<file path="config.mk">
export PLATFORM = sky130hd
export DESIGN_NAME = home_event_sched
export DESIGN_NICKNAME = d
export VERILOG_FILES = /design/src/rtl/home_pkg.sv /design/src/rtl/home_prio_enc.sv /design/src/rtl/home_event_sched.sv
export SDC_FILE = /design/constraint.sdc
export NUM_CORES = 1
export LEC_CHECK = 0
export ABC_AREA = 1
export CELL_PAD_IN_SITES_DETAIL_PLACEMENT = 0
export CELL_PAD_IN_SITES_GLOBAL_PLACEMENT = 2
export CORE_UTILIZATION = 29
export CTS_BUF_LIST = sky130_fd_sc_hd__clkbuf_8 sky130_fd_sc_hd__clkbuf_16
export DETAILED_ROUTE_END_ITERATION = 12
export PLACE_DENSITY_LB_ADDON = 0.15
export SYNTH_ARGS = -nofsm -noshare
export SYNTH_HDL_FRONTEND = slang
export SYNTH_SLANG_ARGS = --single-unit
</file>
<file path="constraint.sdc">
create_clock -name Clk -period 1.8 [get_ports Clk]
set_clock_uncertainty 0.2 [all_clocks]
set_input_delay 0.27 -clock Clk [delete_from_list [all_inputs] [get_ports Clk]]
set_output_delay 0.27 -clock Clk [all_outputs]
set_load 0.005 [all_outputs]
</file>
<file path="src/rtl/home_pkg.sv">
`default_nettype none
// ============================================================================
// Module      : home_pkg
// Description : Shared event codes, priority bit layout and default parameters
//               for the home event scheduler.
// Revision    : 1.0
// ============================================================================
package home_pkg;

    localparam int         HOLD_CYC_DEF = 8;
    localparam logic [6:0] T_HOT_DEF    = 7'd50;
    localparam logic [6:0] T_COLD_DEF   = 7'd15;
    localparam int         N_EVT        = 6;

    // Pending bit i carries code i+1; a lower index means higher priority.
    localparam int P_FIRE  = 0;
    localparam int P_FDOOR = 1;
    localparam int P_RDOOR = 2;
    localparam int P_WIN   = 3;
    localparam int P_HOT   = 4;
    localparam int P_COLD  = 5;

    typedef enum logic [2:0] {
        EVT_IDLE  = 3'd0,
        EVT_FIRE  = 3'd1,
        EVT_FDOOR = 3'd2,
        EVT_RDOOR = 3'd3,
        EVT_WIN   = 3'd4,
        EVT_HOT   = 3'd5,
        EVT_COLD  = 3'd6
    } evt_code_t;

    typedef enum logic [1:0] {
        ST_IDLE  = 2'd0,
        ST_OFFER = 2'd1,
        ST_HOLD  = 2'd2
    } state_t;

    function automatic logic [N_EVT-1:0] code_mask(input evt_code_t c);
        logic [N_EVT-1:0] m;
        m = '0;
        case (c)
            EVT_FIRE:  m[P_FIRE]  = 1'b1;
            EVT_FDOOR: m[P_FDOOR] = 1'b1;
            EVT_RDOOR: m[P_RDOOR] = 1'b1;
            EVT_WIN:   m[P_WIN]   = 1'b1;
            EVT_HOT:   m[P_HOT]   = 1'b1;
            EVT_COLD:  m[P_COLD]  = 1'b1;
            default:   m = '0;
        endcase
        return m;
    endfunction

endpackage
`default_nettype wire

</file>
<file path="src/rtl/home_prio_enc.sv">
`default_nettype none
// ============================================================================
// Module      : home_prio_enc
// Description : Fixed-priority encoder; lowest set pending bit wins.
// Revision    : 1.0
// ============================================================================
module home_prio_enc
    import home_pkg::*;
(
    input  logic [N_EVT-1:0] i_pend,
    output logic             o_valid,
    output evt_code_t        o_code
);

    always_comb begin
        o_code = EVT_IDLE;
        for (int i = N_EVT - 1; i >= 0; i--) begin
            if (i_pend[i]) begin
                o_code = evt_code_t'(3'(i + 1));
            end
        end
    end

    assign o_valid = |i_pend;

endmodule
`default_nettype wire

</file>
<file path="src/rtl/home_event_sched.sv">
`default_nettype none
// ============================================================================
// Module      : home_event_sched
// Description : Edge-triggered home sensor events, priority-offered downstream,
//               each driving its actuator for HOLD_CYC cycles after accept.
// Revision    : 1.0
// ============================================================================
module home_event_sched
    import home_pkg::*;
#(
    parameter int         HOLD_CYC = HOLD_CYC_DEF,
    parameter logic [6:0] T_HOT    = T_HOT_DEF,
    parameter logic [6:0] T_COLD   = T_COLD_DEF
)(
    input  logic       Clk,
    input  logic       Rst_n,
    input  logic       SFD,
    input  logic       SRD,
    input  logic       SW,
    input  logic       SFA,
    input  logic [6:0] ST,
    output logic       evt_valid,
    input  logic       evt_ready,
    output logic       fdoor,
    output logic       rdoor,
    output logic       winbuzz,
    output logic       alarmbuzz,
    output logic       heater,
    output logic       cooler,
    output logic [2:0] display
);

    state_t           r_state, w_state_nxt;
    evt_code_t        r_code, w_code_nxt;
    logic [3:0]       r_cnt, w_cnt_nxt;
    logic [N_EVT-1:0] r_cond, r_pend;
    logic [N_EVT-1:0] w_cond, w_set, w_clr;
    logic             w_enc_valid;
    evt_code_t        w_enc_code;
    logic             w_xfer;

    always_comb begin
        w_cond          = '0;
        w_cond[P_FIRE]  = SFA;
        w_cond[P_FDOOR] = SFD;
        w_cond[P_RDOOR] = SRD;
        w_cond[P_WIN]   = SW;
        w_cond[P_HOT]   = (ST >= T_HOT);
        w_cond[P_COLD]  = (ST <= T_COLD);
    end

    assign w_xfer = (r_state == ST_OFFER) && evt_ready;
    assign w_set  = w_cond & ~r_cond;
    assign w_clr  = w_xfer ? code_mask(r_code) : '0;

    always_ff @(posedge Clk or negedge Rst_n) begin
        if (!Rst_n) begin
            r_cond <= '0;
            r_pend <= '0;
        end else begin
            r_cond <= w_cond;
            // set applied after clear so a coincident new edge survives
            r_pend <= (r_pend & ~w_clr) | w_set;
        end
    end

    home_prio_enc u_prio (
        .i_pend  (r_pend),
        .o_valid (w_enc_valid),
        .o_code  (w_enc_code)
    );

    always_ff @(posedge Clk or negedge Rst_n) begin
        if (!Rst_n) begin
            r_state <= ST_IDLE;
            r_code  <= EVT_IDLE;
            r_cnt   <= 4'd0;
        end else begin
            r_state <= w_state_nxt;
            r_code  <= w_code_nxt;
            r_cnt   <= w_cnt_nxt;
        end
    end

    always_comb begin
        w_state_nxt = r_state;
        w_code_nxt  = r_code;
        w_cnt_nxt   = r_cnt;
        case (r_state)
            ST_IDLE: begin
                if (w_enc_valid) begin
                    w_state_nxt = ST_OFFER;
                    w_code_nxt  = w_enc_code;
                end
            end
            ST_OFFER: begin
                if (evt_ready) begin
                    w_state_nxt = ST_HOLD;
                    w_cnt_nxt   = 4'(HOLD_CYC - 1);
                end
            end
            ST_HOLD: begin
                if (r_pend[P_FIRE] && (r_code != EVT_FIRE)) begin
                    w_state_nxt = ST_OFFER;
                    w_code_nxt  = EVT_FIRE;
                end else if (r_cnt == 4'd0) begin
                    if (w_enc_valid) begin
                        w_state_nxt = ST_OFFER;
                        w_code_nxt  = w_enc_code;
                    end else begin
                        w_state_nxt = ST_IDLE;
                    end
                end else begin
                    w_cnt_nxt = r_cnt - 4'd1;
                end
            end
            default: begin
                w_state_nxt = ST_IDLE;
            end
        endcase
    end

    assign evt_valid = (r_state == ST_OFFER);
    assign display   = (r_state == ST_IDLE) ? 3'd0 : r_code;
    assign alarmbuzz = (r_state == ST_HOLD) && (r_code == EVT_FIRE);
    assign fdoor     = (r_state == ST_HOLD) && (r_code == EVT_FDOOR);
    assign rdoor     = (r_state == ST_HOLD) && (r_code == EVT_RDOOR);
    assign winbuzz   = (r_state == ST_HOLD) && (r_code == EVT_WIN);
    assign cooler    = (r_state == ST_HOLD) && (r_code == EVT_HOT);
    assign heater    = (r_state == ST_HOLD) && (r_code == EVT_COLD);

endmodule
`default_nettype wire

</file>
; Word level (Yosys, flattened, before mapping)
; Index checks and enable logic that the tools add are counted.
[word_totals]
reg_bits = 21
in_bits = 14
out_inout_bits = 10
wordCells = 71
[classes]
addsub = 1
magnitude_cmp = 2
eq_ne = 14
mux = 28
bitwise_logic = 5
n_reduce_logical = 16
[ops]
columns = operator, n
row1 = 3-bit two-way mux, 10
row2 = 6-bit bitwise AND, 2
row3 = 4-bit two-way mux, 3
row4 = 6-bit inverter, 2
row5 = "3-bit == test, second input constant", 3
row6 = 1-bit logical AND, 8
row7 = 2-bit two-way mux, 4
row8 = 4-bit case mux with 2 select lines, 1
row9 = "7-bit by 6-bit >= comparator with 1-bit output, second input constant", 1
row10 = "7-bit by 4-bit less-or-equal comparator with 1-bit output, second input constant", 1
row11 = 1-bit two-way mux, 7
row12 = "3-bit by 2-bit == test with 1-bit output, second input constant", 2
row13 = 6-bit two-way mux, 1
row14 = 6-bit OR, 1
row15 = 2-bit case mux with 3 select lines, 1
row16 = 3-bit case mux with 2 select lines, 1
row17 = 6-bit OR reduction, 1
row18 = 4-bit logical NOT, 1
row19 = "2-bit by 1-bit inequality test with 1-bit output, second input constant", 2
row20 = "2-bit inequality test, second input constant", 2
row21 = 4-bit AND reduction, 1
row22 = 2-bit nonzero test, 2
row23 = "4-bit by 1-bit subtractor with 4-bit output, second input constant", 1
row24 = "3-bit by 1-bit == test with 1-bit output, second input constant", 1
row25 = 7 further kinds, 7

; Longest topological paths before layout
; Gate-level depths: netlist (run 1).
[depth]
ltp_word = 10
mapped_depth = 8
mapped_depth_nobuf = 8

; Cells and area by module
; Synthesis (run 1) repeated with hierarchy kept, for this count alone.
[unflattened]
cells_unflattened = 150
hier_area_um2 = 1186.1
[by_module_without_submodules]
columns = mod, instances, cells_per_inst, area_each_um2, seq_area_each_um2
row1 = home_event_sched, 1, 134, 1109.8, 525.5
row2 = home_prio_enc, 1, 16, 76.3, 0.0

; Worst setup path before layout (run 1)
; No wires, ideal clock.
[synth_path]
path_type = reg-to-reg
start = reg r_cnt[0]
end = reg r_code[0]
setup_time_ns = 0.117
t_arrival_ns = 1.014
required_ns = 1.483
path_slack_ns = 0.469
path_stages_with_launch = 9
path_buffers = 0
period_less_slack_ns = 1.331
path_cell_list = dfrtp_1 inv_1 ha_1 nand2_1 nor2_1 nand2_2 nand3_2 nand2_1 nand2_1
[synth_via]
elab_chain_len = 3
[synth_rtl]
columns = item, line_no
row1 = from (decl), home_event_sched.sv:35  ; logic [3:0] r_cnt, w_cnt_nxt;
row2 = from (signal assigned), home_event_sched.sv:81  ; r_cnt <= w_cnt_nxt;
row3 = 4-bit logical NOT, home_event_sched.sv:106  ; end else if (r_cnt == 4'd0) begin
row4 = 3-bit inequality test (no line), -
row5 = 2-bit AND reduction (no line), -
row6 = to (signal assigned), home_event_sched.sv:80  ; r_code <= w_code_nxt;
row7 = to (decl), home_event_sched.sv:34  ; evt_code_t r_code, w_code_nxt;
; No other way between the ends.
; A chain may end at the register's enable or synchronous reset.

; Worst setup path in the final report (run 1)
[layout_path]
start = reg r_code[1]
end = out heater
[layout_via]
elab_chain_len = 2
[layout_rtl]
columns = item, line_no
row1 = 3-bit == test, home_event_sched.sv:130  ; assign heater = (r_state == ST_HOLD) && (r_code == EVT_COLD);
row2 = 1-bit logical AND, home_event_sched.sv:130
row3 = to (decl), home_event_sched.sv:28  ; output logic heater,
; No other way between the ends.

==> results of run 1 <==
-- worst paths after layout --
path	start	end	slack [ns]	depth (start not counted)
min	Rst_n	r_state[0]	0.15	2
min in group Clk	r_cond[1]	r_pend[1]	0.21	1
max reg2reg	r_cnt[0]	r_code[0]	0.28	8
min reg2reg	r_cond[1]	r_pend[1]	0.21	1
max in group asynchronous	Rst_n	r_code[2]	1.01	2
max	r_code[1]	heater	0.08	4
-- logic make-up (layout without fill, tap and decap cells) --
logic type	Yosys count	after routing	synth area share, %
buf+inv	23	62	8.57
flops	21	21	45.6
fa+ha+maj	1	1	1.08
simple gates	84	84	38.7
compound gates	13	13	6.07
-- critical path, stage by stage, from the launching register on --
cell and delay (ns):
sky130_fd_sc_hd__dfrtp_2 0.45, sky130_fd_sc_hd__buf_4 0.15, sky130_fd_sc_hd__nand3_1 0.09, sky130_fd_sc_hd__nor2_1 0.04, sky130_fd_sc_hd__dlygate4sd2_1 0.25
-- per-layer routing --
metal	wire length (microns)	GRT usage, %
met5	0	0
met4	13	4.89
met3	94	2.64
met2	1210	23.6
met1	1430	22.4
-- where the power goes --
part | switching, W | total (W) | internal (W)
sequential | 0.000118 | 0.000703 | 0.000586
combinational | 0.000588 | 0.00106 | 0.000476
clock | 0.000159 | 0.000313 | 0.000154
total | 0.000864 | 0.00208 | 0.00122
-- cell usage after synthesis (all sizes together) --
library cell | count | area, sq um
nand2 | 39 | 179
o21ai | 10 | 50.0
nor3 | 2 | 15.0
o21bai | 1 | 7.51
clkinv | 1 | 8.76
buf | 1 | 11.3
o31ai | 1 | 7.51
nor2 | 16 | 67.6
ha | 1 | 12.5
nand4 | 4 | 25.0
inv | 21 | 78.8
dfrtp | 21 | 526
or2 | 2 | 12.5
a21oi | 1 | 5.00
nand3 | 21 | 148
-- area by class of cell --
class	instances	share of cell area, %
clock buffers	3	2.61
multi-input cells	98	34.3
repair buffers	36	19.8
clock inverters	1	0.316
inverters	22	5.85
well taps	48	3.79
flip-flops and latches	21	33.4
-- sequential cells by signal (all words and copies together) (netlist names) --
signal and count:
r_cond 6, r_pend 6, r_state 2, r_code 3
r_cnt 4
-- per-stage QoR --
| stage | setup WS, ns | hold slack, ns | cell area (sq um) | power [W] | util, % |
|---|---|---|---|---|---|
| after floorplan | 0.469 | -0.226 | 1150 | 0.00132 | - |
| after global placement | 0.0517 | 0.196 | 1480 | 0.00167 | 39.6 |
| after detailed placement | 0.0454 | 0.204 | 1480 | 0.00167 | 39.6 |
| after CTS | -0.00702 | 0.154 | 1580 | 0.00209 | 42.3 |
| after global routing | 0.0123 | 0.166 | 1580 | 0.00229 | 42.3 |
| final | 0.0794 | 0.149 | 1580 | 0.00208 | 42.3 |
-- timing repair --
action | 4_1_cts | 5_1_grt
setup buffers | 6 | 0
gates resized for setup | 19 | 8
setup endpoints to repair | 10 | 3
pin swaps | 1 | 0
cloned | 0 | 0
==> out/results.md, run 1 <==
| Quantity | Value | Unit |
|:---|:---|:---|
| Outcome | finished clean | - |
| Required time of the critical path | 1.33 | ns |
| Clock latency reported for the late side of the worst-skew pair | 0.26 | ns |
| Fillcell total | 414 | - |
| Number of optimization iterations in the first detailed-route pass | 4 | - |
| Area growth, synth to finish | 37.2 | % |
| Core outline area | 3740 | sq um |
| Initial Utilization | 30.8 | % |
| Tightest Hold Check Type | in2async | - |
| Arrival time at the worst endpoint | 1.25 | ns |
| DPL Wire Length | 2090 | microns |
| Power per unit of standard cell area | 1310 | nW/um^2 |
| Total clock buffers created by CTS | 3 | - |
| Via density per instance | 4.42 | - |
| Sequential share of the synthesized area | 45.6 | % |
| Number of remaining DRC errors | 0 | - |
| Cts hold-fix bufs | 0 | - |
| NumNets Final | 197 | - |
| Transition at the pin with the smallest max-transition slack | 0.301 | ns |
| Storage cell area | 528 | sq um |
| Summed instance area of the synthesized netlist | 1150 | sq um |
| Weighted congestion at the end of routability-driven global placement | 0.855 | - |
| Vias post-DR | 1012 | - |
| Most frequent standard cell in the layout excluding fill and tap cells | sky130_fd_sc_hd__nand2_1 | - |
| Area of combinational cells with multiple inputs | 543 | sq um |
| Pin count of the biggest net entering global routing | 22 | - |
| Clk pin slew, worst setup/hold paths | 0.08 | ns |
| Count of non-filler cells in the finished layout | 229 | - |
| Wire length of the first global-routing pass | 4960 | microns |
| Register bit count reported by yosys | 21 | - |
| Die outline height | 65.1 | microns |
| N_diodes | 0 | - |
| Min Clock Period, post-route | 1.72 | ns |
| Post-detailed-route wirelength per cell | 12.0 | microns |
| Worst-path maximum fanout | 3 | - |
| # Max-Cap Violations | 0 | - |
| Number of library cell types mapped by synthesis | 23 | - |
| Crit path launch type | flip-flop | - |
| Count of buffers from port buffering | 22 | - |
| # setup viols final | 0 | - |
| Post-Place Cells | 219 | - |
| Gate count of the mapped netlist | 142 | - |
| Static leakage | 0.787 | nW |
| Worst ir drop on vdd | 619 | uV |
| Die Footprint | 4230 | sq um |
| Root Buffer Master | sky130_fd_sc_hd__clkbuf_8 | - |
| IO Pins | 24 | - |
| Number of buffers on the longest clock path | 2 | - |
| Detailed Route Iter0 Violations | 40 | - |
| Setup TNS Final | 0 | ns |
| Final routed wirelength across all metal layers | 2750 | microns |
| Fmax | 581 | MHz |
| Post-synthesis net count | 157 | - |
| Overall Global Routing Usage | 15.6 | % |
| CTS tree | built | - |
| Row count | 22 | - |
| Unrepaired setup endpoints after global routing | no | - |
| Average instance area after synthesis | 8.12 | sq um |
| Crit Path Class | reg2out | - |
| Sink count of the clock tree | 21 | - |
| Commonest non-fill, non-tap cells in the layout | sky130_fd_sc_hd__nand2_1 (34), sky130_fd_sc_hd__dfrtp_1 (19), sky130_fd_sc_hd__inv_1 (17), sky130_fd_sc_hd__nand3_1 (17), sky130_fd_sc_hd__nor2_1 (13) | - |
| Type of destination of the critical path | output port | - |
| Headroom to the max-slew limit | 80.0 | % |
| Final Hold Fails | 0 | - |
| Number of global-route vias before repair | 1062 | - |
| Max-slew violation total from the final report | 0 | - |
| Antenna Nets Post-Route | 0 | - |
| Warning count from the yosys run | 0 | - |
| Maximum level of the CTS H-tree | 1 | - |
| Part of the cycle the worst path needs | 95.6 | % |
| Fraction of final layout cells sized beyond drive strength 1 | 23.8 | % |
| Total overflow reported by the global router | 0 | - |
| Initial antenna violation count | 0 | - |
| Horiz. Die Dim | 65.1 | microns |
(Power assumes the default switching activity.)
==> run 2: changes to the inputs <==
Settings changed: CORE_UTILIZATION 29 to 25.
==> run 2 against run 1 <==
Via count up 0.89%; hold slack better by 0.0025 ns; flip-flop and latch count unchanged; non-clock buffer count up 2; sequential power down 1%; critical path type unchanged; clock power about the same; worst setup slack worse by 0.012 ns; wire length down 1.6%.
==> out/results.md, run 2 (synthesis gave the netlist of run 1 again) <==
| Quantity | Value | Unit | Delta |
|:---|:---|:---|:---|
| Initial Utilization | 26.3 | % | -4.5 points |
| Fraction of final layout cells sized beyond drive strength 1 | 27.3 | % | +3.6 points |
| # setup viols final | 0 | - | unchanged |
| NumNets Final | 199 | - | +1.0% |
| Required time of the critical path | 1.33 | ns | about the same |
| Post-detailed-route wirelength per cell | 11.5 | microns | -4.1% |
| Setup TNS Final | 0 | ns | unchanged |
| Total clock buffers created by CTS | 3 | - | unchanged |
| Via density per instance | 4.34 | - | -1.7% |
| Max-slew violation total from the final report | 0 | - | unchanged |
| Largest regs | r_cond (6), r_pend (6), r_cnt (4) | - |  |
| Pin count of the biggest net entering global routing | 22 | - | unchanged |
| Fillcell total | 460 | - | +11% |
| Detailed Route Iter0 Violations | 42 | - | +5.0% |
| Power per unit of standard cell area | 1310 | nW/um^2 | -0.34% |
| Cell area after placement | 1490 | sq um | +0.34% |
| Worst-path maximum fanout | 4 | - | +1 |
| Weighted congestion at the end of routability-driven global placement | 0.781 | - | -8.6% |
| Number of buffers on the longest clock path | 2 | - | unchanged |
| DPL Wire Length | 2020 | microns | -3.7% |
| Clock latency reported for the late side of the worst-skew pair | 0.26 | ns | about the same |
| Die Footprint | 4890 | sq um | +15% |
| Number of optimization iterations in the first detailed-route pass | 4 | - | unchanged |
| Tightest Hold Check Type | in2async | - |  |
| Part of the cycle the worst path needs | 96.2 | % | +0.66 points |
| Initial antenna violation count | 0 | - | unchanged |
| Most frequent standard cell in the layout excluding fill and tap cells | sky130_fd_sc_hd__nand2_1 | - |  |
| Unrepaired setup endpoints after global routing | no | - |  |
| Transition at the pin with the smallest max-transition slack | 0.306 | ns | +0.00505 ns |
| Depth of the most critical reg-to-reg path | 8 | - | unchanged |
| R2R Path Start | r_state[1] | - |  |
| Arrival time at the worst endpoint | 1.26 | ns | about the same |
| Sink count of the clock tree | 21 | - | unchanged |
| Area growth, synth to finish | 37.7 | % |  |
| # Max-Cap Violations | 0 | - | unchanged |
| Wire length of the first global-routing pass | 4660 | microns | -6.0% |
| Commonest non-fill, non-tap cells in the layout | sky130_fd_sc_hd__nand2_1 (34), sky130_fd_sc_hd__dfrtp_1 (19), sky130_fd_sc_hd__inv_1 (18) | - |  |
| Maximum level of the CTS H-tree | 1 | - | unchanged |
| Die outline height | 69.9 | microns | +7.5% |
| Count of buffers from port buffering | 22 | - | unchanged |
| Worst ir drop on vdd | 514 | uV | -17% |
| Post-route standard cell area excluding fillers | 1590 | sq um | +0.39% |
| Crit path launch type | flip-flop | - |  |
| Min Clock Period, post-route | 1.73 | ns | +0.0119 ns |
| IO Pins | 24 | - | unchanged |
| Final routed wirelength across all metal layers | 2710 | microns | -1.6% |
| Core outline area | 4380 | sq um | +17% |
| Vias post-DR | 1021 | - | +0.89% |
| Number of remaining DRC errors | 0 | - | unchanged |
| Crit Path Class | reg2out | - |  |
| N_diodes | 0 | - | unchanged |
| Root Buffer Master | sky130_fd_sc_hd__clkbuf_8 | - |  |
| Antenna Nets Post-Route | 0 | - | unchanged |
| CTS tree | built | - |  |
| Clk pin slew, worst setup/hold paths | 0.08 | ns | about the same |
| Post-Place Cells | 223 | - | +1.8% |
| End of the worst register-to-register path | r_code[0] | - |  |
| Type of destination of the critical path | output port | - |  |
| Final Hold Fails | 0 | - | unchanged |
| Overall Global Routing Usage | 12.2 | % | -3.3 points |
| Horiz. Die Dim | 69.9 | microns | +7.5% |
| Total power draw | 0.00208 | W | about the same |
| Total overflow reported by the global router | 0 | - | unchanged |
| Number of global-route vias before repair | 1009 | - | -5.0% |
| Count of non-filler cells in the finished layout | 235 | - | +2.6% |
| Reg2reg setup slack | 0.21 | ns | -0.07 ns |
| Fmax | 577 | MHz | -0.69% |
| Row count | 24 | - | +9.1% |
| Outcome | finished clean | - |  |
| Headroom to the max-slew limit | 79.6 | % | -0.34 points |
| Static leakage | 0.793 | nW | +0.67% |
run 2: changes by cell type in the layout (fill, tap and decap cells not counted), sizes merged:
cell / change
buf: +2
clkbuf: +3
clkinv: -1
dlygate4sd2: -3
inv: +1
run 2: area by class of cell:
class | count | area (sq um) | share of cell area (%)
Sequential cell | 21 | 528 | 33.2
Clock inverter | 1 | 3.75 | 0.236
Clock buffer | 3 | 41.3 | 2.60
Inverter | 22 | 90.1 | 5.67
Timing Repair Buffer | 38 | 309 | 19.4
Multi-Input combinational cell | 98 | 552 | 34.7
Tap cell | 52 | 65.1 | 4.09
run 2: worst max-delay path, stage by stage, from the launching register on:
cell and delay (ns):
sky130_fd_sc_hd__dfrtp_2 0.43, sky130_fd_sc_hd__buf_4 0.15, sky130_fd_sc_hd__nor2_4 0.11, sky130_fd_sc_hd__nor2_1 0.06, sky130_fd_sc_hd__dlygate4sd2_1 0.25
run 2: worst max path at each step:
stage	startpoint	endpoint	slack, ns	cells after the start
final	r_state[1]	display[2]	0.07	4
after global routing	r_state[1]	display[0]	0.001	4
after CTS	r_code[1]	rdoor	-0.002	5
after detailed placement	r_code[2]	rdoor	0.03	4
after global placement	r_code[2]	fdoor	0.02	4
after floorplan	r_cnt[0]	r_code[0]	0.47	8
run 2: where the power goes:
group / switching, W / total (W) / internal, W
Combinational: 0.000589 / 0.00107 / 0.000485
Sequential: 0.000109 / 0.000695 / 0.000587
Clock: 0.000160 / 0.000313 / 0.000152
Total: 0.000858 / 0.00208 / 0.00122
run 2: timing repair:
| item | 4_1_cts | 5_1_grt |
|---|---|---|
| endpoints found under the setup margin | 10 | 6 |
| gates resized for setup | 19 | 14 |
| pin swaps | 3 | 3 |
| buffers inserted | 8 | 0 |
| hold buffers | 0 | 0 |
| gates cloned | 0 | 0 |
run 2: metal layers:
metal | track usage [%] | share of wire, % | vias to the layer above | routed length, microns
met5 | 0 | 0 | - | 0
met1 | 16.2 | 51 | 460 | 1370
li1 | - | - | 540 | -
met3 | 3.90 | 3.8 | 5 | 103
met2 | 19.6 | 45 | 16 | 1210
met4 | 2.67 | 0.89 | 0 | 24
run 2: stage by stage:
step           setup slack (ns)  hold WS, ns  utilization (%)
2_1_floorplan             0.469       -0.226                -
3_3_place_gp             0.0198        0.195             33.9
3_5_place_dp             0.0274        0.203             33.9
4_1_cts                -0.00205        0.156             36.6
5_1_grt                 0.00104        0.168             36.2
6_report                 0.0675        0.152             36.2
==> run 3: changes to the inputs <==
Settings changed: GPL_TIMING_DRIVEN from default to 0.
Clock period 1.8 ns to 1.9 ns, I/O delays scaled along.
==> run 3 against run 2 <==
Core utilization is 0.88 points higher; clock power is 4% lower; register-to-register slack better by 0.21 ns; via count is 1.6% higher; worst setup slack worse by 0.024 ns; cell count stayed put; highest routed layer unchanged; critical path type unchanged; die area stayed put; combinational power is 5% lower; cell area is 2.4% higher; sequential share of layout area is 0.64 points lower.
==> out/results.md, run 3 (synthesis gave the netlist of run 1 again) <==
| Quantity | Value | Unit | Delta |
|:---|:---|:---|:---|
| Outcome | finished clean | - |  |
| Post-Place Cells | 216 | - | -3.1% |
| Sink count of the clock tree | 21 | - | unchanged |
| Number of remaining DRC errors | 0 | - | unchanged |
| Reg2reg setup slack | 0.42 | ns | +0.21 ns |
| Overall Global Routing Usage | 12.2 | % | -0.035 points |
| NumNets Final | 199 | - | unchanged |
| Headroom to the max-slew limit | 36.3 | % | -43 points |
| Area growth, synth to finish | 41.1 | % |  |
| Core outline area | 4380 | sq um | unchanged |
| Wire length of the first global-routing pass | 4640 | microns | -0.45% |
| Setup TNS Final | 0 | ns | unchanged |
| R2R Path Start | r_state[0] | - |  |
| Crit Path Class | reg2out | - |  |
| Static leakage | 0.821 | nW | +3.6% |
| Most frequent standard cell in the layout excluding fill and tap cells | sky130_fd_sc_hd__nand2_1 | - |  |
| Initial Utilization | 26.3 | % | unchanged |
| Tightest Hold Check Type | reg2reg | - |  |
| Depth of the most critical reg-to-reg path | 7 | - | -1 |
| Start point of the critical path | r_code[0] | - |  |
| Root Buffer Master | sky130_fd_sc_hd__clkbuf_8 | - |  |
| Max-slew violation total from the final report | 0 | - | unchanged |
| Part of the cycle the worst path needs | 97.7 | % |  |
| IO Pins | 24 | - | unchanged |
| Commonest non-fill, non-tap cells in the layout | sky130_fd_sc_hd__nand2_1 (34), sky130_fd_sc_hd__inv_1 (17), sky130_fd_sc_hd__dfrtp_1 (17) | - |  |
| Horiz. Die Dim | 69.9 | microns | unchanged |
| Power per unit of standard cell area | 1230 | nW/um^2 | -5.8% |
| Worst-path maximum fanout | 4 | - | unchanged |
| Via density per instance | 4.41 | - | +1.6% |
| Count of non-filler cells in the finished layout | 235 | - | unchanged |
| Detailed Route Iter0 Violations | 44 | - | +4.8% |
| Transition at the pin with the smallest max-transition slack | 0.953 | ns | +0.648 ns |
| Type of destination of the critical path | output port | - |  |
| Hold wc startpoint | r_cond[1] | - |  |
| Maximum level of the CTS H-tree | 1 | - | unchanged |
| Unrepaired setup endpoints after global routing | no | - |  |
| Required time of the critical path | 1.41 | ns | +0.08 ns |
| Number of buffers on the longest clock path | 2 | - | unchanged |
| Row count | 24 | - | unchanged |
| Fraction of final layout cells sized beyond drive strength 1 | 26.8 | % | -0.55 points |
| Crit path launch type | flip-flop | - |  |
| Total overflow reported by the global router | 0 | - | unchanged |
| Initial antenna violation count | 0 | - | unchanged |
| Clk pin slew, worst setup/hold paths | 0.09 | ns | about the same |
| Fmax | 539 | MHz |  |
| Min Clock Period, post-route | 1.86 | ns |  |
| Largest regs | r_cond (6), r_pend (6), r_cnt (4) | - |  |
| Worst ir drop on vdd | 394 | uV | -23% |
| DPL Wire Length | 1930 | microns | -4.5% |
| Post-detailed-route wirelength per cell | 11.5 | microns | -0.33% |
| Cts hold-fix bufs | 0 | - | unchanged |
| CTS tree | built | - |  |
| Final routed wirelength across all metal layers | 2700 | microns | -0.33% |
| Clock latency reported for the late side of the worst-skew pair | 0.26 | ns | about the same |
| Timing endpoint of the critical path | rdoor | - |  |
| Antenna Nets Post-Route | 0 | - | unchanged |
| Count of buffers from port buffering | 22 | - | unchanged |
| End of the worst register-to-register path | r_pend[1] | - |  |
| Pin count of the biggest net entering global routing | 22 | - | unchanged |
| Arrival time at the worst endpoint | 1.37 | ns | +0.11 ns |
| Cell area after placement | 1440 | sq um | -3.3% |
| Number of global-route vias before repair | 992 | - | -1.7% |
| Post-route standard cell area excluding fillers | 1630 | sq um | +2.4% |
| Total clock buffers created by CTS | 3 | - | unchanged |
| Die Footprint | 4890 | sq um | unchanged |
| Post-Route Hold Slack | 0.210 | ns | +0.0585 ns |
| Final Hold Fails | 0 | - | unchanged |
| Total power draw | 0.00201 | W | -3.5% |
| Number of optimization iterations in the first detailed-route pass | 4 | - | unchanged |
| Die outline height | 69.9 | microns | unchanged |
| N_diodes | 0 | - | unchanged |
| # Max-Cap Violations | 0 | - | unchanged |
| Vias post-DR | 1037 | - | +1.6% |
| # setup viols final | 0 | - | unchanged |
| Fillcell total | 467 | - | +1.5% |
| Weighted congestion at the end of routability-driven global placement | 0.853 | - | +9.3% |
==> run 3: changes by cell type in the layout (fill, tap and decap cells not counted), sizes merged <==
cell / previous run / this run
inv: 22 / 21
clkinv: 1 / 2
clkdlybuf4s15: 0 / 1
dlymetal6s2s: 0 / 2
clkbuf: 9 / 5
clkdlybuf4s50: 12 / 13
==> run 3: where the power goes <==
part           switching [W]  total [W]  internal, W  leakage (nW)
Sequential          0.000131   0.000691     0.000559         0.232
Clock               0.000156   0.000302     0.000146        0.0255
Combinational       0.000547    0.00102     0.000470         0.564
Total               0.000834    0.00201      0.00118         0.821
==> run 3: stage by stage <==
stage,utilization [%],setup slack [ns]
detailed placement,32.8,0.0601
finish,37.1,0.0439
CTS,36.6,0.00344
global placement,32.8,0.0326
global route,37.1,0.00545
floorplan,-,0.569
==> run 3: final cells by class <==
| type | instances | area [sq um] | share of cell area, % |
|---|---|---|---|
| Inverter | 22 | 92.6 | 5.69 |
| Clock inverter | 1 | 5.00 | 0.307 |
| Sequential cell | 21 | 531 | 32.6 |
| Tap cell | 52 | 65.1 | 4.00 |
| Multi-Input combinational cell | 98 | 559 | 34.4 |
| Buffer | 1 | 11.3 | 0.692 |
| Clock buffer | 3 | 41.3 | 2.54 |
| Timing Repair Buffer | 37 | 323 | 19.8 |
==> run 3: what timing repair did <==
item | 4_1_cts | 5_1_grt
pin swaps | 1 | 0
endpoints found under the setup margin | 9 | 7
resized for setup | 21 | 7
cloned | 0 | 0
hold endpoints to repair | 0 | 0
buffers inserted | 12 | 3
==> run 3: how the worst min path moves through the flow <==
stage                            to  cells past startpoint
after floorplan            r_cnt[0]                      0
after global placement    r_pend[1]                      1
after detailed placement  r_pend[1]                      1
after CTS                 r_pend[1]                      1
after global routing      r_pend[1]                      1
final                     r_pend[1]                      1
==> run 3: critical path, cell delays in order, from the launching register on <==
cell                            delay (ns)
sky130_fd_sc_hd__dfrtp_2              0.46
sky130_fd_sc_hd__buf_4                0.15
sky130_fd_sc_hd__buf_4                0.13
sky130_fd_sc_hd__nand3_2              0.09
sky130_fd_sc_hd__nor2_1               0.04
sky130_fd_sc_hd__dlygate4sd2_1        0.25
==> run 3: per-layer routing <==
layer	share of wire, %	wire, microns	track usage, %	up-vias
met5	0	0	0	-
met4	1.4	38	5.33	0
met3	4.1	110	2.60	4
met2	44	1200	18.4	16
met1	50	1350	16.8	481
li1	-	-	-	536
